--- src/rtl/flash_spi_reader.sv ---
// Single-bit SPI NOR flash FAST READ engine returning big-endian 16-bit words, SCK = clk/2.
// Optional burst HOLD state (sequential words without re-addressing) enabled by FLASH_BURST_EN.
module flash_spi_reader #(
  parameter int unsigned STARTUP_CYCLES  = 1000,
  parameter int unsigned DUMMY_BITS      = 8,
  parameter int unsigned DESELECT_CYCLES = 4
) (
  input  logic        clk,
  input  logic        reset,
  output logic        ready,
  input  logic        rd_req,
  input  logic [21:0] addr,
  output logic        busy,
  output logic [15:0] dout,
  output logic        dout_valid,
  output logic        spi_cs_n,
  output logic        spi_sck,
  output logic        spi_mosi,
  input  logic        spi_miso
);

  localparam logic [2:0] StInit  = 3'd0;
  localparam logic [2:0] StIdle  = 3'd1;
  localparam logic [2:0] StCmd   = 3'd2;
  localparam logic [2:0] StAddr  = 3'd3;
  localparam logic [2:0] StDummy = 3'd4;
  localparam logic [2:0] StData  = 3'd5;
  localparam logic [2:0] StDesel = 3'd6;
`ifdef FLASH_BURST_EN
  localparam logic [2:0] StHold  = 3'd7;
`endif

  localparam int unsigned TotalBits = 8 + 24 + DUMMY_BITS + 16;

  logic [2:0]  state;
  logic [31:0] cnt;
  logic [7:0]  bit_cnt;
  logic [7:0]  bit_nxt;
  logic        phase_b;
  logic [31:0] tx_sr;
  logic [31:0] tx_load;
  logic [15:0] rx_sr;
`ifdef FLASH_BURST_EN
  logic [21:0] addr_q;
`endif

  // 22-bit word address zero-extends to the 24-bit byte address, so its top bit is always 0.
  assign tx_load = {8'h0B, 1'b0, addr, 1'b0};
  assign bit_nxt = bit_cnt + 8'd1;

  always_ff @(posedge clk or posedge reset) begin
    if (reset) begin
      state      <= StInit;
      cnt        <= '0;
      bit_cnt    <= '0;
      phase_b    <= 1'b0;
      tx_sr      <= '0;
      rx_sr      <= '0;
      ready      <= 1'b0;
      busy       <= 1'b0;
      dout       <= '0;
      dout_valid <= 1'b0;
      spi_cs_n   <= 1'b1;
      spi_sck    <= 1'b0;
      spi_mosi   <= 1'b0;
`ifdef FLASH_BURST_EN
      addr_q     <= '0;
`endif
    end else begin
      dout_valid <= 1'b0;
      case (state)
        StInit: begin
          if (cnt == STARTUP_CYCLES - 1) begin
            ready <= 1'b1;
            cnt   <= '0;
            state <= StIdle;
          end else begin
            cnt <= cnt + 32'd1;
          end
        end
        StIdle: begin
          if (rd_req) begin
            busy     <= 1'b1;
            spi_cs_n <= 1'b0;
            spi_sck  <= 1'b0;
            spi_mosi <= tx_load[31];
            tx_sr    <= {tx_load[30:0], 1'b0};
            bit_cnt  <= '0;
            phase_b  <= 1'b0;
            state    <= StCmd;
`ifdef FLASH_BURST_EN
            addr_q   <= addr;
`endif
          end
        end
        StCmd, StAddr, StDummy, StData: begin
          if (bit_cnt == 8'(TotalBits)) begin
            // Extra cycle after the last sample: publish the word and release the bus.
            dout       <= rx_sr;
            dout_valid <= 1'b1;
            spi_sck    <= 1'b0;
            spi_mosi   <= 1'b0;
            cnt        <= '0;
`ifdef FLASH_BURST_EN
            busy       <= 1'b0;
            state      <= StHold;
`else
            spi_cs_n   <= 1'b1;
            state      <= StDesel;
`endif
          end else if (!phase_b) begin
            spi_sck <= 1'b1;
            phase_b <= 1'b1;
          end else begin
            spi_sck <= 1'b0;
            phase_b <= 1'b0;
            bit_cnt <= bit_nxt;
            if (state == StData) rx_sr <= {rx_sr[14:0], spi_miso};
            if (bit_nxt != 8'(TotalBits)) begin
              spi_mosi <= tx_sr[31];
              tx_sr    <= {tx_sr[30:0], 1'b0};
            end
            if (bit_nxt == 8'(TotalBits - 16)) state <= StData;
            else if (bit_nxt == 8'd32)         state <= StDummy;
            else if (bit_nxt == 8'd8)          state <= StAddr;
          end
        end
        StDesel: begin
          if (cnt == DESELECT_CYCLES - 1) begin
            busy  <= 1'b0;
            state <= StIdle;
          end else begin
            cnt <= cnt + 32'd1;
          end
        end
`ifdef FLASH_BURST_EN
        StHold: begin
          if (rd_req && (addr == addr_q + 22'd1)) begin
            addr_q  <= addr;
            busy    <= 1'b1;
            bit_cnt <= 8'(TotalBits - 16);
            phase_b <= 1'b0;
            state   <= StData;
          end else if (rd_req || (cnt == 32'd15)) begin
            // Non-sequential requests are dropped, not replayed.
            spi_cs_n <= 1'b1;
            busy     <= 1'b1;
            cnt      <= '0;
            state    <= StDesel;
          end else begin
            cnt <= cnt + 32'd1;
          end
        end
`endif
        default: state <= StInit;
      endcase
    end
  end

endmodule

--- config.mk ---
export PLATFORM = sky130hd
export DESIGN_NAME = flash_spi_reader
export DESIGN_NICKNAME = d
export VERILOG_FILES = /design/src/rtl/flash_spi_reader.sv
export SDC_FILE = /design/constraint.sdc
export NUM_CORES = 1
export LEC_CHECK = 0
export ABC_AREA = 1
export BUFFER_PORTS_ARGS = -buffer_cell sky130_fd_sc_hd__buf_2
export CAP_MARGIN = 0
export CORE_ASPECT_RATIO = 1.75
export CORE_MARGIN = 3
export CORE_UTILIZATION = 60
export CTS_BUF_LIST = sky130_fd_sc_hd__clkbuf_4
export DETAILED_ROUTE_END_ITERATION = 16
export PLACE_DENSITY_LB_ADDON = 0.3
export SYNTH_ARGS = -nofsm -noshare
export SYNTH_HDL_FRONTEND = slang
export SYNTH_SLANG_ARGS = --single-unit
--- constraint.sdc ---
create_clock -name clk -period 7.88 [get_ports clk]
set_input_delay 1.576 -clock clk [delete_from_list [all_inputs] [get_ports clk]]
set_output_delay 1.576 -clock clk [all_outputs]
set_load 0.005 [all_outputs]
### After elaboration in Yosys (flattened, before gate mapping)

Cells that the tools add are included.

| storage, ports and cells | value |
|---|---|
| flip-flop bits (word level) | 114 |
| output and inout bits | 22 |

| operators by class | value |
|---|---|
| $add $sub $neg | 2 |
| equal/unequal tests | 24 |
| multiplexer cells | 39 |
| bitwise logic cells | 1 |
| reductions and logical operators | 17 |

Operator list:

| kind | count |
|---|---|
| 32-bit two-way mux | 7 |
| 32-bit case mux with 3 select lines | 1 |
| 32-bit case mux with 2 select lines | 1 |
| 32-bit by 1-bit adder with 32-bit output, second input constant | 1 |
| 32-bit by 10-bit equality test with 1-bit output, second input constant | 1 |
| 32-bit by 2-bit equality test with 1-bit output, second input constant | 1 |
| 8-bit by 6-bit equality test with 1-bit output, second input constant | 3 |
| 3-bit two-way mux | 8 |
| 8-bit two-way mux | 3 |
| 2-bit inequality test, second input constant | 8 |
| 8-bit case mux with 2 select lines | 1 |
| 1-bit two-way mux | 12 |
| 3-bit case mux with 4 select lines | 1 |
| 3-bit AND reduction | 4 |
| 4-bit AND reduction | 3 |
| 1-bit case mux with 2 select lines | 5 |
| 5-bit AND reduction | 2 |
| 3-bit equality test, second input constant | 3 |
| 8-bit by 1-bit adder with 8-bit output, second input constant | 1 |
| 8-bit by 4-bit equality test with 1-bit output, second input constant | 1 |
| 8-bit by 6-bit inequality test with 1-bit output, second input constant | 1 |
| 3-bit by 2-bit equality test with 1-bit output, second input constant | 2 |
| 3-bit inequality test, second input constant | 2 |
| 2-bit AND reduction | 3 |
| other kinds (7) | 8 |

### Depth between registers and ports, before layout

| logic depth | value |
|---|---|
| depth in word-level cells | 8 |
| depth in mapped cells | 13 |
| mapped depth without buffers | 12 |

### Worst setup path before layout

Ideal clock, no wire load.

| timing | value |
|---|---|
| path kind | in2reg |
| from | input port rd_req |
| to | register tx_sr[10] |
| setup time | 122 ps |
| arrival time | 2,351 ps |
| data required time | 7,758 ps |
| path slack | 5,407 ps |
| cell stages on the path | 8 |
| buffers on the path | 1 |
| path through | nand2_1 > nand2_2 > nand2_2 > nor2_8 > nand2_8 > buf_6 > nand2_1 > o21ai_2 |

| between the ends | value |
|---|---|
| word-level cells in the longest chain between the ends | 2 |

Ends and longest elaborated chain:

| item | RTL line | text |
|---|---|---|
| start, declared | 11 | `input logic rd_req,` |
| 2-bit inequality test (no line) | -- |  |
| 5-bit AND reduction (no line) | -- |  |
| end signal, assigned | 87 | `tx_sr <= {tx_load[30:0], 1'b0};` |
| end signal, assigned | 121 | `tx_sr <= {tx_sr[30:0], 1'b0};` |
| end, declared | 40 | `logic [31:0] tx_sr;` |

Every way passes these cells.
A chain may end at the register's enable or synchronous reset.

### Worst setup path after layout

| timing | value |
|---|---|
| from | register state[1] |
| to | register cnt[16] |

| between the ends | value |
|---|---|
| word-level cells in the longest chain between the ends | 4 |
| elaborated cells between the ends (all ways) | 12 |

Ends and longest elaborated chain:

| item | RTL line | text |
|---|---|---|
| start, declared | 35 | `logic [2:0] state;` |
| start signal, assigned | 53 | `state <= StInit;` |
| start signal, assigned | 76 | `state <= StIdle;` |
| start signal, assigned | 90 | `state <= StCmd;` |
| 3-bit equality test / 3-bit by 2-bit equality test with 1-bit output (equally long branches) | 71 | `case (state)` |
| 4-bit OR reduction | 71 |  |
| 2-bit inequality test (no line) / 3-bit nonzero test (equally long branches) | -- |  |
| 3-bit AND reduction (no line) | -- |  |
| end signal, assigned | 78 | `cnt <= cnt + 32'd1;` |
| end signal, assigned | 133 | `cnt <= cnt + 32'd1;` |
| end, declared | 36 | `logic [31:0] cnt;` |

Parallel ways exist; a longest one is shown, timed or not.

==> reports/qor.yml <==
global_route:
  grt_max_degree: 70
  grt_pass1_wl_mm: 24.9
  antenna_found_initial: 1
  grtUsageTotal_pct: 26.0
  grt_pass1_vias: 5317
  gr-total-overflow: 0
timing:
  worst_pin_slew_ns: 1.09
  rsz0062_at_grt: "no"
  skew_ns: 0.0247
  fmax_mhz: 336
  tns_ns: 0
  setup_viol: 0
  hold_violations: 0
  relSlewSlack_pct: 27.0
  post-route-min-period_ns: 2.98
  maxSlewViolCount: 0
  finalCritPeriodShare_pct: 37.8
final_layout:
  layout_commonest_cell: "nand2_1"
  syn_to_final_growth_pct: 6.32
  fillers: 908
  fin_area_mm2: 0.00672
  drive_gt1_share_pct: 14.8
  layout_common_cells: "260 x nand2_1, 111 x dfrtp_1, 77 x inv_1"
  num-nets-final: 881
detailed_routing:
  wl_mm: 14.9
  met1Wirelength_mm: 5.82
  wl_per_cell_um: 15.2
  vias: 5495
  top_layer_used: "met4"
  drtIter0Drc: 376
  viasPerCell: 5.58
  wl_met2_mm: 7.86
  drt_first_pass_iters: 5
  drc: 0
  met3_length_um: 499
  ant_nets: 0
critical_path:
  critPathArrivalTime_ns: 3.37
  cp.required_ns: 8.28
  r2r_cells: 9
  path_class: "register to register"
  start_kind: "register"
  critPathMaxFanout: 45
  worstSetupEndpointType: "register"
  r2r_setup_slack_ns: 4.90
synthesis:
  synth_fp_nets: 848
  synth_top_area_share_pct: 44.0
  synth_area_leaders: "dfrtp_1 44%, nand2_1 15%, inv_1 4.6%"
  syn_area_mm2: 0.00632
  ys_seq_area_share_pct: 44.4
  avgSynthCellArea_um2: 7.72
  ys_ff_latch: 112
  ys_warn_count: 0
  yosys.area.top_type: "dfrtp_1"
  netlist_instances: 818
  netlist-cell-type-count: 36
cts:
  clk_pin_slew_worst_paths_ns: 0.18
  cts.sinks: 112
  cts-buffers-inserted: 9
  cts.hold.buffers_added: 0
  cts_resized: 0
  h-tree-depth: 3
  cts_setup_buffers: 0
  clk_latency_ns: 0.47
  cts_root_buffer: "clkbuf_4"
  cts_tree: "yes"
  cts.path.max_buffers: 2
worst_hold_path:
  hold_class: "register to register"
  hold_depth: 2
power_and_ir_drop:
  peakVddDrop_mv: 0.129
  power_density_mw_per_mm2: 132
  p_leak_uw: 0.00347
floorplan:
  start_util_pct: 61.3
  die_w_um: 83.6
  die_y_um: 142
  die_area_mm2: 0.0118
  core_area_mm2: 0.0103
  num_rows: 49
  io_pins: 48
placed_design:
  port_buffers: 47
  gp_congestion: 0.954
  place_area_mm2: 0.00657
  detailed_place_hpwl_mm: 11.0
status:
  status: "completed"
job:
  max_cap_viol_count: 0
==> cells in the mapped netlist (all sizes together) <==
| cell | n |
|---|---|
| xnor2 | 3 |
| o21ai | 85 |
| nand2 | 271 |
| ha | 4 |
| nor3 | 15 |
| xor2 | 11 |
| o211ai | 15 |
| mux2i | 21 |
| o22ai | 6 |
| dfrtp | 111 |
| a21oi | 14 |
| dfstp | 1 |
| buf | 15 |
| or2 | 1 |
| nor2 | 80 |
| nand4 | 12 |
| o21bai | 2 |
| nand3b | 4 |
| nand3 | 49 |
| clkbuf | 11 |
| a31o | 1 |
| inv | 86 |
==> per-layer routing <==
layer	vias to the layer above	track usage [%]
met5	-	0
met4	0	14.6
met3	46	3.43
met2	155	46.4
met1	2579	29.9
li1	2715	-
==> kinds of logic after synthesis <==
group | after synthesis | share of synthesized area [%]
AO/OA/AOI/OAI | 123 | 12.0
XOR/XNOR | 14 | 1.94
adder cells (fa/ha/maj) | 4 | 0.792
buffers and inverters | 112 | 7.57
flip-flops | 112 | 44.4
multiplexers | 21 | 3.33
AND/OR/NAND/NOR | 432 | 30.0
==> sequential cells by signal (all words and copies together) (netlist names), 3 cells and up <==
name and count:
dout 16, state 3, rx_sr 16, bit_cnt 8, tx_sr 30, cnt 32
==> final timing paths <==
path                           from         to
max                        state[1]    cnt[16]
min                            busy       busy
max reg2reg                state[1]    cnt[16]
min reg2reg                    busy       busy
max in group asynchronous     reset  rx_sr[14]
min in group asynchronous     reset   tx_sr[8]
==> critical path, cell delays in order, from the launching register on <==
cell	delay, ns
dfrtp_1	0.45
nor2_1	0.16
inv_2	0.10
nand2_4	0.50
nor2_2	0.16
inv_2	0.10
nand3_2	0.61
inv_2	0.63
nand2_1	0.11
o21ai_1	0.09
==> where the power goes <==
group	internal (uW)	leakage (uW)	switching, uW
Combinational	6.76	0.00191	16.0
Sequential	576	0.00149	0.0585
Clock	74.7	0.0000742	210
Total	657	0.00347	226
==> layout make-up <==
| cell class | count | area (um^2) | share of cell area [%] |
|---|---|---|---|
| inverters | 86 | 325 | 4.84 |
| clock buffers | 9 | 67.6 | 1.01 |
| well taps | 127 | 159 | 2.37 |
| diodes | 1 | 2.50 | 0.0373 |
| flip-flops and latches | 112 | 2800 | 41.7 |
| repair buffers | 48 | 243 | 3.61 |
| multi-input cells | 594 | 3040 | 45.2 |
| clock inverters | 7 | 77.6 | 1.15 |
==> metrics by stage <==
stage / setup slack (ns) / power [uW] / hold slack, ns / utilization, % / std cells
detailed placement: 4.86 / 610 / 0.465 / 63.8 / 967
floorplan: 3.35 / 599 / 0.441 / - / 818
global route: 4.65 / 914 / 0.526 / 65.2 / 984
finish: 4.90 / 883 / 0.502 / 65.2 / 984
CTS: 4.92 / 889 / 0.502 / 65.2 / 983
global placement: 4.92 / 609 / 0.459 / 63.8 / 967
Note: power is estimated with default switching activity, not from simulation.
